File: src/rtl/z88_pkg.sv
// Shared types and constants for the Z88 SRAM arbiter.
// Holds the access FSM encoding and the SRAM geometry.
package z88_pkg;

  localparam int SRAM_AW        = 20;
  localparam int SRAM_DW        = 8;
  localparam int ROM_REGION_BIT = 19;

  typedef enum logic [2:0] {
    S_IDLE = 3'd0,
    S_RD   = 3'd1,
    S_WSU  = 3'd2,
    S_WR   = 3'd3,
    S_TURN = 3'd4
  } state_t;

  typedef enum logic {
    OWN_CPU = 1'b0,
    OWN_VID = 1'b1
  } owner_t;

endpackage

File: src/rtl/sram_arb.sv
// Two-port arbiter (CPU + screen fetch) onto one async 8-bit SRAM.
// All SRAM strobes and client outputs come straight from flops.
module sram_arb
  import z88_pkg::*;
#(
  parameter int RD_WAIT    = 2,
  parameter int WR_WAIT    = 2,
  parameter int ROM_WP     = 1,
  parameter int STARVE_MAX = 4
) (
  input  logic               clk,
  input  logic               reset_n,
  input  logic               cpu_req,
  input  logic               cpu_we,
  input  logic [SRAM_AW-1:0] cpu_a,
  input  logic [SRAM_DW-1:0] cpu_di,
  output logic [SRAM_DW-1:0] cpu_do,
  output logic               cpu_ack,
  input  logic               vid_req,
  input  logic [SRAM_AW-1:0] vid_a,
  output logic [SRAM_DW-1:0] vid_do,
  output logic               vid_ack,
  output logic [SRAM_AW-1:0] sram_a,
  output logic [SRAM_DW-1:0] sram_dq_o,
  output logic               sram_dq_oe,
  input  logic [SRAM_DW-1:0] sram_dq_i,
  output logic               sram_ce_n,
  output logic               sram_oe_n,
  output logic               sram_we_n
);

  localparam logic [2:0] RDW  = 3'(RD_WAIT);
  localparam logic [2:0] WRW  = 3'(WR_WAIT);
  localparam logic [2:0] SMAX = 3'(STARVE_MAX);

  state_t     state;
  state_t     nxt;
  owner_t     own_r;
  logic       wr_r;
  logic       blk_r;
  logic [2:0] wcnt;
  logic [2:0] starve;

  logic gnt_cpu;
  logic gnt_vid;
  logic take;
  logic new_blk;
  logic last;

  logic ce_n_d;
  logic oe_n_d;
  logic we_n_d;
  logic dq_oe_d;
  logic cpu_ack_d;
  logic vid_ack_d;

  // Video wins a tie only once the CPU has starved it long enough.
  always_comb begin
    gnt_cpu = cpu_req && (!vid_req || starve != SMAX);
    gnt_vid = vid_req && !gnt_cpu;
    take    = (state == S_IDLE) && (gnt_cpu || gnt_vid);
    new_blk = (ROM_WP != 0) && !cpu_a[ROM_REGION_BIT];
    last    = (wcnt == 3'd1);
  end

  always_ff @(posedge clk or negedge reset_n) begin
    if (!reset_n) state <= S_IDLE;
    else          state <= nxt;
  end

  always_comb begin
    nxt = state;
    unique case (state)
      S_IDLE: begin
        if (gnt_cpu)      nxt = cpu_we ? S_WSU : S_RD;
        else if (gnt_vid) nxt = S_RD;
      end
      S_RD:    if (last) nxt = S_TURN;
      S_WSU:   nxt = S_WR;
      S_WR:    if (last) nxt = S_TURN;
      S_TURN:  nxt = S_IDLE;
      default: nxt = S_IDLE;
    endcase
  end

  // Strobes are decoded from the state being entered, then registered.
  always_comb begin
    ce_n_d    = !((nxt == S_RD) || (nxt == S_WSU) || (nxt == S_WR)
                  || ((nxt == S_TURN) && wr_r));
    oe_n_d    = (nxt != S_RD);
    we_n_d    = !((nxt == S_WR) && !blk_r);
    dq_oe_d   = ((nxt == S_WSU) && !new_blk)
              || (((nxt == S_WR) || ((nxt == S_TURN) && wr_r)) && !blk_r);
    cpu_ack_d = (nxt == S_TURN) && (own_r == OWN_CPU);
    vid_ack_d = (nxt == S_TURN) && (own_r == OWN_VID);
  end

  always_ff @(posedge clk or negedge reset_n) begin
    if (!reset_n) begin
      sram_ce_n  <= 1'b1;
      sram_oe_n  <= 1'b1;
      sram_we_n  <= 1'b1;
      sram_dq_oe <= 1'b0;
      cpu_ack    <= 1'b0;
      vid_ack    <= 1'b0;
    end else begin
      sram_ce_n  <= ce_n_d;
      sram_oe_n  <= oe_n_d;
      sram_we_n  <= we_n_d;
      sram_dq_oe <= dq_oe_d;
      cpu_ack    <= cpu_ack_d;
      vid_ack    <= vid_ack_d;
    end
  end

  always_ff @(posedge clk or negedge reset_n) begin
    if (!reset_n) begin
      own_r     <= OWN_CPU;
      wr_r      <= 1'b0;
      blk_r     <= 1'b0;
      wcnt      <= 3'd0;
      sram_a    <= '0;
      sram_dq_o <= '0;
    end else if (take) begin
      own_r  <= gnt_cpu ? OWN_CPU : OWN_VID;
      wr_r   <= gnt_cpu && cpu_we;
      blk_r  <= gnt_cpu && cpu_we && new_blk;
      wcnt   <= (gnt_cpu && cpu_we) ? WRW : RDW;
      sram_a <= gnt_cpu ? cpu_a : vid_a;
      if (gnt_cpu && cpu_we) sram_dq_o <= cpu_di;
    end else if ((state == S_RD) || (state == S_WR)) begin
      wcnt <= wcnt - 3'd1;
    end
  end

  // Read data lands on the edge that closes the last RD cycle.
  always_ff @(posedge clk or negedge reset_n) begin
    if (!reset_n) begin
      cpu_do <= '0;
      vid_do <= '0;
    end else if ((state == S_RD) && last) begin
      if (own_r == OWN_VID) vid_do <= sram_dq_i;
      else                  cpu_do <= sram_dq_i;
    end
  end

  always_ff @(posedge clk or negedge reset_n) begin
    if (!reset_n) begin
      starve <= 3'd0;
    end else if (take) begin
      if (gnt_vid)
        starve <= 3'd0;
      else if (vid_req && (starve != SMAX))
        starve <= starve + 3'd1;
    end
  end

endmodule

File: config.mk
export PLATFORM = sky130hd
export DESIGN_NAME = sram_arb
export DESIGN_NICKNAME = d
export VERILOG_FILES = /design/src/rtl/z88_pkg.sv /design/src/rtl/sram_arb.sv
export SDC_FILE = /design/constraint.sdc
export NUM_CORES = 1
export LEC_CHECK = 0
export BUFFER_PORTS_ARGS = -buffer_cell sky130_fd_sc_hd__clkbuf_2
export CORE_ASPECT_RATIO = 0.8
export CORE_MARGIN = 2
export CORE_UTILIZATION = 35
export CTS_BUF_LIST = sky130_fd_sc_hd__clkbuf_8
export CTS_CLUSTER_DIAMETER = 200
export DETAILED_ROUTE_END_ITERATION = 8
export PLACE_DENSITY = 0.61
export REMOVE_ABC_BUFFERS = 1
export SLEW_MARGIN = 20
export SYNTH_ARGS = -nofsm -noshare
export SYNTH_HDL_FRONTEND = slang
export SYNTH_SLANG_ARGS = --single-unit
File: constraint.sdc
create_clock -name clk -period 3.6 [get_ports clk]
set_input_delay 0.72 -clock clk [delete_from_list [all_inputs] [get_ports clk]]
set_output_delay 0.72 -clock clk [all_outputs]
set_load 0.03 [all_outputs]
# --- Word level (Yosys, flattened, before mapping) ---
# Cells that the tools add are included.
totals:
  register_bits: 62
  in_bits: 61
op_classes:
  n_bitwise: 1
  n_reduce_logical: 35
  add_sub_neg: 2
  n_mux: 11
  eq_ne: 10
ops:
  columns: ["op", "count"]
  rows:
  - ["$mux 3", 7]
  - ["$mux 20", 1]
  - ["$logic_and 1x1->1", 13]
  - ["$eq 3x2->1 const B", 4]
  - ["$eq 3x1->1 const B", 3]
  - ["$pmux 3 s3", 1]
  - ["$logic_or 1x1->1", 8]
  - ["$reduce_and 2->1", 4]
  - ["$logic_not 1->1", 6]
  - ["$reduce_bool 2->1", 2]
  - ["$add 3x1->3 const B", 1]
  - ["$eq 3x3->1 const B", 1]
  - ["$logic_not 3->1", 1]
  - ["$ne 3x1->1 const B", 1]
  - ["$ne 3x3->1 const B", 1]
  - ["$sub 3x1->3 const B", 1]
  - ["$mux 2", 1]
  - ["$reduce_or 2->1", 1]
  - ["$mux 1", 1]
  - ["$not 1->1", 1]

# --- Depth between registers and ports, before layout ---
# Gate-level depths: netlist of run 1.
depth:
  word_depth: 13
  ltp_mapped: 7
  mapped_depth_nobuf: 7

# --- Least setup slack after synthesis of run 1 ---
# No wires, ideal clock.
synth_path:
  kind: "input -> register"
  from: "input port cpu_we"
  to: "register sram_dq_o[0]"
  path_slack_ns: 1.814
  t_arrival_ns: 1.661
  setup_ns: 0.125
  cell_stages: 4
  path_buffers: 0
  cell_sequence: "and2_1 > nand2_1 > nor2_2 > mux2_2"
synth_between:
  elab_chain_len: 2
synth_lines:
  columns: ["item", "line_no", "rtl"]
  rows:
  - ["start, declared", "sram_arb.sv:14", "input logic cpu_we,"]
  - ["$logic_and 1x1->1", "sram_arb.sv:130", "if (gnt_cpu && cpu_we) sram_dq_o <= cpu_di;"]
  - ["$reduce_and 2->1 (no source line)", null, null]
  - ["end signal, assigned", "sram_arb.sv:130", null]
  - ["end, declared", "sram_arb.sv:24", "output logic [SRAM_DW-1:0] sram_dq_o,"]
# No other way between the ends.
# A chain may end at the register's enable or synchronous reset.

# --- Final worst setup path of run 1 ---
layout_path:
  from: "register starve[1]"
  to: "register starve[2]"
layout_between:
  elab_chain_len: 8
  elab_cells_between_ends: 13
  cone_classes: "add/sub (1); eq/ne (1); mux (2); reduce/logical (9)"
layout_lines:
  columns: ["item", "line_no", "rtl"]
  rows:
  - ["start, declared", "sram_arb.sv:42", "logic [2:0] starve;"]
  - ["start signal, assigned", "sram_arb.sv:154", "starve <= starve + 3'd1;"]
  - ["$ne 3x3->1", "sram_arb.sv:59, sram_arb.sv:153", null]
  - ["$logic_or 1x1->1", "sram_arb.sv:59", "gnt_cpu = cpu_req && (!vid_req || starve != SMAX);"]
  - ["$logic_and 1x1->1", "sram_arb.sv:59", null]
  - ["$logic_not 1->1", "sram_arb.sv:60", "gnt_vid = vid_req && !gnt_cpu;"]
  - ["$logic_and 1x1->1", "sram_arb.sv:60", null]
  - ["$logic_or 1x1->1", "sram_arb.sv:61", "take = (state == S_IDLE) && (gnt_cpu || gnt_vid);"]
  - ["$logic_and 1x1->1", "sram_arb.sv:61", null]
  - ["$reduce_and 2->1 (no source line)", null, null]
# Several ways; a longest one is shown, not always the timed one. The select of a mux whose other input is x is not followed.

==> results of run 1 <==
-- logic make-up (layout without fill, tap and decap cells) --
| family | Yosys count | count (layout) |
|---|---|---|
| XOR/XNOR | 2 | 2 |
| adder cells (fa/ha/maj) | 4 | 4 |
| buffers and inverters | 20 | 139 |
| AND/OR/NAND/NOR | 99 | 99 |
| flip-flops | 62 | 62 |
| multiplexers | 26 | 26 |
| AO/OA/AOI/OAI | 33 | 33 |
-- worst max-delay path by stage --
stage                                     start                     to  slack (ns)  depth (start not counted)
after floorplan              state[2]$_DFF_PN0_      blk_r$_DFFE_PN0P_        1.45                          3
after global placement                  vid_req  starve[2]$_DFFE_PN0P_        1.36                          5
after detailed placement                vid_req  starve[2]$_DFFE_PN0P_        1.31                          5
after CTS                   wcnt[1]$_DFFE_PN0P_  cpu_do[4]$_DFFE_PN0P_        1.53                          5
after global routing      starve[1]$_DFFE_PN0P_  starve[2]$_DFFE_PN0P_        1.35                          6
final                     starve[1]$_DFFE_PN0P_  starve[2]$_DFFE_PN0P_        1.58                          6
-- area by class of cell --
type	instances	area, um^2
repair buffers	114	581
multi-input cells	164	1030
inverters	9	33.8
flip-flops and latches	62	1560
clock inverters	7	138
fillers	727	3800
clock buffers	9	124
well taps	105	131
-- worst reg2reg max path, delay by kind of cell (launching register included) --
| family | cells | cell delay (ns) |
|---|---|---|
| adders and majority gates | 1 | 0.17 |
| buffers and inverters | 1 | 0.06 |
| muxes | 1 | 0.12 |
| DFF | 1 | 0.39 |
| and+or+nand+nor | 3 | 1.20 |
-- flip-flops by register name, indices dropped and copies added (netlist names), 3 cells and up --
name,flops
sram_dq_o,8
starve,3
cpu_do,8
sram_a,20
vid_do,8
wcnt,3
state,3
-- cell usage in the layout, fill, tap and decap left out, types with 2 or more instances in the layout --
cell type / count
nor2_1: 29
a21oi_1: 2
ha_1: 4
o21ai_0: 2
inv_1: 10
o211ai_1: 2
clkbuf_8: 9
nand2b_1: 2
and3_1: 2
buf_4: 4
bufinv_16: 4
dfstp_2: 3
dfrtp_1: 59
a31oi_1: 20
or3_1: 3
mux2_2: 25
and2_1: 2
xnor2_1: 2
nand2_1: 48
nand3_1: 2
clkbuf_2: 110
nor2_2: 2
-- Yosys cell counts (2+ instances only) --
library cell / n / area (um^2)
dfrtp_1: 59 / 1480
nand2_1: 48 / 180
nor2_1: 29 / 109
mux2_2: 25 / 282
a31oi_1: 20 / 125
inv_1: 9 / 33.8
buf_2: 5 / 25.0
clkbuf_1: 5 / 18.8
ha_1: 4 / 50.1
dfstp_2: 3 / 78.8
or3_1: 3 / 18.8
a21oi_1: 2 / 10.0
and2_1: 2 / 12.5
and3_1: 2 / 12.5
nand2b_1: 2 / 12.5
nand3_1: 2 / 10.0
nor2_2: 2 / 12.5
o211ai_1: 2 / 15.0
o21ai_0: 2 / 10.0
xnor2_1: 2 / 17.5
-- metal layers --
| layer | global-route usage (%) | wire length, um |
|---|---|---|
| met5 | 0 | 0 |
| met4 | 4.05 | 57 |
| met3 | 5.81 | 426 |
| met2 | 22.3 | 2610 |
| met1 | 20.0 | 2780 |
-- power by group --
part	switching, mW	internal (mW)
logic	1.04	0.557
clock network	0.261	0.527
registers	0.194	1.04
total	1.49	2.13
-- per-stage QoR --
step / cell area (um^2) / setup slack [ns] / std cells / utilization (%)
2_1_floorplan: 2620 / 1.45 / 235 / -
3_5_place_dp: 3330 / 1.31 / 454 / 45.0
3_3_place_gp: 3330 / 1.36 / 454 / 45.0
5_1_grt: 3590 / 1.35 / 470 / 48.6
6_report: 3590 / 1.58 / 470 / 48.6
4_1_cts: 3590 / 1.53 / 470 / 48.6
==> results.cfg, run 1 <==
[worst_setup_path]
r2r_slack_ns = 1.58
r2r_end = starve[2]$_DFFE_PN0P_
worstRegToRegCells = 6
worst_r2r_startpoint = starve[1]$_DFFE_PN0P_
crit_path_start_kind = flip-flop
required_ns = 3.86
end_kind = flip-flop
worstPathMaxFanout = 22
cp_top_family = simple AND/OR/NAND/NOR gates
path_cells = inv_1 > ha_1 > nand3_1 > nand2_1 > or3_1 > mux2i_1
critPathKind = flip-flop to flip-flop
crit_buf_inv = 1
cp.arrival_ns = 2.27
crit_path_max_incr_delay_ns = 0.51
cp_slowest_cell = or3_1

[clock_tree]
htreeDepth = 3
cts_setup_buffers = 0
cts.clk_slew.worst_paths_ns = 0.07
clock_latency_ns = 0.33
postCtsHoldBufs = 0
post_cts_resized = 0
root_buffer = clkbuf_8
clkSinkCount = 62
cts_tree = done
cts_max_path_buffers = 2
cts_buffers = 9

[global_route]
grt.total_usage_pct = 14.8
overflow = 0
grt_pass1_vias = 2009
grt_pass1_wl_mm = 9.36
grt_max_degree = 43
antenna_found_initial = 0

[floorplanning]
io_pins = 111
die_y_um = 82.1
rows = 28
die_x_um = 102
die_area_um2 = 8350
coreArea_um2 = 7390
initial_core_util_pct = 36.1

[detailed_routing]
via_per_inst = 4.58
antenna_left = 0
wire_per_inst_um = 12.5
drt_iter0_markers = 70
routed_wl_mm = 5.88
firstDrtPassIters = 4
drcViolationCount = 0
vias = 2154

[run]
drv_cap = 0

[yosys]
syn_area_per_cell_um2 = 10.9
async_flop_share_pct = 100
synthFlopType = dfrtp_1
muxShareOfSynthArea_pct = 10.9
yosysSeqAreaShare_pct = 58.2
synthSimpleGateAreaFrac_pct = 16.4
synth_fa_ha_area_share_pct = 1.87
ys_warn_count = 0
synth_top_family_by_area = simple AND/OR/NAND/NOR gates
syn_inst = 246
synth_xor_xnor_area_share_pct = 0.656
synthesis.area_um2 = 2670
synth_edf_count = 0
synth-seq-cells = 62
synth_compound_area_share_pct = 8.62
synthDistinctLibCells = 38

[pwr]
p_leak_nw = 1.79
power_mw = 3.62
ir_drop_v = 0.000380
power_density_nw_per_um2 = 1010

[timing]
hold_violations = 0
fin_crit_ns = 2.02
rsz0062_at_grt = no
final.setup.tns_ns = 0
finClkSkew_ns = 0.00641
finalMaxSlewViolations = 0
slew_headroom_pct = 50.7
setup_viol = 0
fin_crit_sh_pct = 56.0
whs_ns = 0.403
tightest_slew_ns = 0.737
clock.fmax_ghz = 0.496

[cells_and_area]
drive_above_1_share_pct = 44.4
fin_nets = 425
antenna_cells = 0
area_growth_pct = 34.4

[placement]
gp_congestion = 0.802
dp_hpwl_mm = 4.40
io_buffers = 110

[run_status]
status = completed

[hold_path]
holdCritPathClass = primary input to asynchronous set/reset pin
No activity file was read; power rests on OpenSTA's default activity.
==> run 2: changes to the inputs <==
==> constraint.sdc (replaced) <==
create_clock -name clk -period 1.9 [get_ports clk]
set_input_delay 0.38 -clock clk [delete_from_list [all_inputs] [get_ports clk]]
set_output_delay 0.38 -clock clk [all_outputs]
set_load 0.03 [all_outputs]
==> results.cfg, run 2 (synthesis gave the netlist of run 1 again) <==
[global_route]
grt_max_degree = 44
grt_pass1_vias = 1966
antenna_found_initial = 0
grt.total_usage_pct = 14.7
overflow = 0
grt_pass1_wl_mm = 9.30

[pwr]
p_leak_nw = 1.82
combPwrFrac_pct = 46.7
intPower_mw = 3.90
p_sw_mw = 2.88
seqPwrFrac_pct = 34.0
power_density_nw_per_um2 = 1860
p_sw_share_pct = 42.5
clkPwrFrac_pct = 19.3
ir_drop_v = 0.000794

[floorplanning]
die_x_um = 102
io_pins = 111
initial_core_util_pct = 36.1
rows = 28
die_y_um = 82.1
coreArea_um2 = 7390
die_area_um2 = 8350

[clock_tree]
clkSinkCount = 62
cts_max_path_buffers = 2
root_buffer = clkbuf_8
cts_setup_buffers = 0
postCtsHoldBufs = 0
htreeDepth = 3
cts.clk_slew.worst_paths_ns = 0.07
cts_tree = done
clock_latency_ns = 0.34
cts_buffers = 9
post_cts_resized = 0

[worst_setup_path]
end_kind = flip-flop
crit_buf_inv = 1
cp.arrival_ns = 2.00
worstPathMaxFanout = 6
crit_path_max_incr_delay_ns = 0.39
crit_path_start_kind = flip-flop
cp.depth = 6
path_cells = inv_1 > ha_1 > nand3_1 > a211oi_4 > or2_2 > or3b_1
cp_slowest_cell = dfrtp_1
critPathKind = flip-flop to flip-flop
worstRegToRegCells = 6
r2r_slack_ns = 0.16
worst_r2r_startpoint = starve[0]$_DFFE_PN0P_
r2r_end = sram_oe_n$_DFF_PN1_
cp_top_family = simple AND/OR/NAND/NOR gates
required_ns = 2.16

[detailed_routing]
antenna_left = 0
vias = 2138
drcViolationCount = 0
routed_wl_mm = 5.89
via_per_inst = 4.49
drt_iter0_markers = 85
firstDrtPassIters = 4
wire_per_inst_um = 12.4

[hold_path]
holdCritPathClass = primary input to asynchronous set/reset pin

[cells_and_area]
fin_nets = 431
final_common_cell = clkbuf_2
fin_cells = 476
area_growth_pct = 36.8
regMostFlops = sram_a
antenna_cells = 0
layout_common_cells = 110 x clkbuf_2, 59 x dfrtp_1, 48 x nand2_1
largest_reg_flops = 20
drive_above_1_share_pct = 45.6

[placement]
io_buffers = 110
post-place-ws_ns = 0.179
dp_hpwl_mm = 4.44
gp_congestion = 0.786
numPlacedInstances = 460

[run_status]
status = completed

[timing]
slew_headroom_pct = 63.2
fin_crit_ns = 1.74
tightest_slew_ns = 0.552
fin_crit_sh_pct = 91.8
setup_ws_ns = 0.156
hold_violations = 0
finClkSkew_ns = 0.0133
rsz0062_at_grt = no
clock.fmax_ghz = 0.573
finalMaxSlewViolations = 0
setup_viol = 0

[run]
drv_cap = 0
==> run 2: layer usage <==
layer  vias up  track usage, %  wire, um
li1       1070               -         -
met1       998            19.2      2730
met2        63            22.6      2730
met3         7            5.05       351
met4         0            6.08        78
met5         -               0         0
==> run 2: cell type report <==
type / count / area [um^2]
Multi-Input combinational cell: 164 / 1030
Tap cell: 105 / 131
Fill cell: 709 / 3740
Timing Repair Buffer: 120 / 676
Clock inverter: 6 / 93.8
Sequential cell: 62 / 1560
Inverter: 9 / 33.8
Clock buffer: 10 / 138
==> run 2: worst max path at each step <==
stage / startpoint / end / slack (ns)
after floorplan: state[2]$_DFF_PN0_ / blk_r$_DFFE_PN0P_ / -0.25
after global placement: starve[0]$_DFFE_PN0P_ / sram_dq_o[7]$_DFFE_PN0P_ / 0.22
after detailed placement: starve[1]$_DFFE_PN0P_ / sram_dq_o[5]$_DFFE_PN0P_ / 0.18
after CTS: starve[1]$_DFFE_PN0P_ / sram_dq_o[3]$_DFFE_PN0P_ / 0.15
after global routing: wcnt[1]$_DFFE_PN0P_ / cpu_do[2]$_DFFE_PN0P_ / 0.04
final: starve[0]$_DFFE_PN0P_ / sram_oe_n$_DFF_PN1_ / 0.16
==> run 2: power by group through the flow <==
stage / sequential [mW] / combinational, mW / clock (mW)
detailed placement: 2.34 / 3.20 / 0
CTS: 2.31 / 3.21 / 1.36
global route: 2.39 / 3.45 / 1.43
floorplan: 3.37 / 1.14 / 0
global placement: 2.32 / 3.15 / 0
finish: 2.31 / 3.16 / 1.31
==> run 2: stage by stage <==
| step | hold slack, ns | instance area (um^2) | total power [mW] | setup TNS (ns) | util [%] |
|---|---|---|---|---|---|
| 6_report | 0.0181 | 3650 | 6.78 | 0 | 49.4 |
| 5_1_grt | 0.0382 | 3650 | 7.27 | 0 | 49.4 |
| 4_1_cts | 0.0236 | 3650 | 6.89 | 0 | 49.4 |
| 3_5_place_dp | 0.404 | 3420 | 5.54 | 0 | 46.3 |
| 3_3_place_gp | 0.398 | 3420 | 5.47 | 0 | 46.3 |
| 2_1_floorplan | 0.0844 | 2620 | 4.51 | -4.28 | - |
==> run 3: changes to the inputs <==
--- a/config.mk
+++ b/config.mk
@@ -7,12 +7,11 @@
 export LEC_CHECK = 0
 export BUFFER_PORTS_ARGS = -buffer_cell sky130_fd_sc_hd__clkbuf_2
 export CORE_ASPECT_RATIO = 0.8
-export CORE_MARGIN = 2
-export CORE_UTILIZATION = 35
+export CORE_UTILIZATION = 46
 export CTS_BUF_LIST = sky130_fd_sc_hd__clkbuf_8
 export CTS_CLUSTER_DIAMETER = 200
 export DETAILED_ROUTE_END_ITERATION = 8
-export PLACE_DENSITY = 0.61
+export PLACE_DENSITY = 0.77
 export REMOVE_ABC_BUFFERS = 1
 export SLEW_MARGIN = 20
 export SYNTH_ARGS = -nofsm -noshare
==> results.cfg, run 3 (synthesis gave the netlist of run 1 again) <==
[pwr]
power_mw = 6.79
p_leak_nw = 1.81
power_density_nw_per_um2 = 1890
ir_drop_v = 0.000796

[clock_tree]
htreeDepth = 3
cts_setup_buffers = 0
cts.clk_slew.worst_paths_ns = 0.07
root_buffer = clkbuf_8
cts_tree = done
clkSinkCount = 62
clock_latency_ns = 0.33
cts_buffers = 9
cts_max_path_buffers = 2

[detailed_routing]
antenna_left = 0
vias = 2223
drcViolationCount = 0
routed_wl_mm = 5.68
drt_iter0_markers = 83
firstDrtPassIters = 4
via_per_inst = 4.93
wire_per_inst_um = 12.6

[floorplanning]
coreArea_um2 = 5530
io_pins = 111
die_area_um2 = 6120
initial_core_util_pct = 48.3
die_x_um = 87.2
die_y_um = 70.2
rows = 24

[worst_setup_path]
cp.arrival_ns = 1.98
worstPathMaxFanout = 6
crit_buf_inv = 1
crit_path_max_incr_delay_ns = 0.39
cp_slowest_cell = dfrtp_1
required_ns = 2.15
path_cells = inv_1 > ha_1 > nand3_1 > a211oi_4 > or2_2 > or3b_1
crit_path_start_kind = flip-flop
critPathKind = flip-flop to flip-flop
cp_top_family = simple AND/OR/NAND/NOR gates
end_kind = flip-flop

[placement]
io_buffers = 110
post-place-ws_ns = 0.169
dp_hpwl_mm = 4.22
gp_congestion = 0.875

[timing]
clock.fmax_ghz = 0.580
setup_viol = 0
fin_crit_sh_pct = 90.7
slew_headroom_pct = 62.7
finalMaxSlewViolations = 0
finClkSkew_ns = 0.00902
rsz0062_at_grt = no
hold_violations = 0
setup_ws_ns = 0.176
tightest_slew_ns = 0.554
fin_crit_ns = 1.72

[run_status]
status = completed

[cells_and_area]
largest_reg_flops = 20
area_growth_pct = 34.8
final_common_cell = clkbuf_2
regMostFlops = sram_a
drive_above_1_share_pct = 46.1
layout_common_cells = 110 x clkbuf_2, 59 x dfrtp_1, 47 x nand2_1
antenna_cells = 0
fin_nets = 433

[global_route]
grt_pass1_vias = 2146
grt.total_usage_pct = 20.2
overflow = 0
antenna_found_initial = 0
grt_max_degree = 43
grt_pass1_wl_mm = 9.41

[run]
drv_cap = 0

[hold_path]
holdCritPathClass = primary input to asynchronous set/reset pin
run 3: cell types whose count changed in the layout (fill, tap and decap cells not counted), sizes merged:
cell,before,now
buf,10,12
clkinvlp,1,2
clkinv,2,1
run 3: report_power, final:
part / internal (mW) / switching, mW / leakage (nW) / total (mW)
Sequential: 1.98 / 0.335 / 0.733 / 2.31
Clock: 0.780 / 0.524 / 0.109 / 1.30
Combinational: 1.13 / 2.04 / 0.971 / 3.17
Total: 3.89 / 2.90 / 1.81 / 6.79
run 3: path summary, 6_finish.rpt:
| check | start | to | slack (ns) | cells past startpoint |
|---|---|---|---|---|
| hold reg to reg | wr_r$_DFFE_PN0P_ | sram_ce_n$_DFF_PN1_ | 0.47 | 1 |
| max in group asynchronous | reset_n | state[1]$_DFF_PN0_ | 1.48 | 2 |
| hold / removal | reset_n | vid_do[3]$_DFFE_PN0P_ | 0.05 | 2 |
| setup / recovery | starve[0]$_DFFE_PN0P_ | sram_oe_n$_DFF_PN1_ | 0.18 | 6 |
| setup reg to reg | starve[0]$_DFFE_PN0P_ | sram_oe_n$_DFF_PN1_ | 0.18 | 6 |
| min in group clk | cpu_a[11] | sram_a[11]$_DFFE_PN0P_ | 0.27 | 3 |
run 3: area by class of cell:
class | count | area [um^2]
fillers | 478 | 1930
flip-flops and latches | 62 | 1560
clock buffers | 10 | 138
multi-input cells | 164 | 1030
inverters | 9 | 33.8
clock inverters | 6 | 92.6
well taps | 78 | 97.6
repair buffers | 122 | 653
run 3: per-layer routing:
layer,wire (um),vias to the layer above,part of all wire (%),GRT usage (%)
met1,2460,1043,43,23.7
li1,-,1076,-,-
met3,485,7,8.5,7.92
met5,0,-,0,0
met4,46,0,0.81,4.37
met2,2690,97,47,34.9
run 3: metrics by stage:
step / hold WS [ns] / setup TNS, ns / std cells / util, % / area (um^2)
finish: 0.0465 / 0 / 451 / 65.1 / 3600
floorplan: 0.0844 / -4.28 / 235 / - / 2620
detailed placement: 0.413 / 0 / 435 / 60.9 / 3370
global route: 0.0661 / 0 / 451 / 65.1 / 3600
global placement: 0.402 / 0 / 435 / 60.9 / 3370
CTS: 0.0431 / 0 / 451 / 65.1 / 3600
run 3: timing repair:
action                                  CTS  global route
gates resized for setup                   0             1
endpoints found under the setup margin    0             2
hold buffers                              0             0
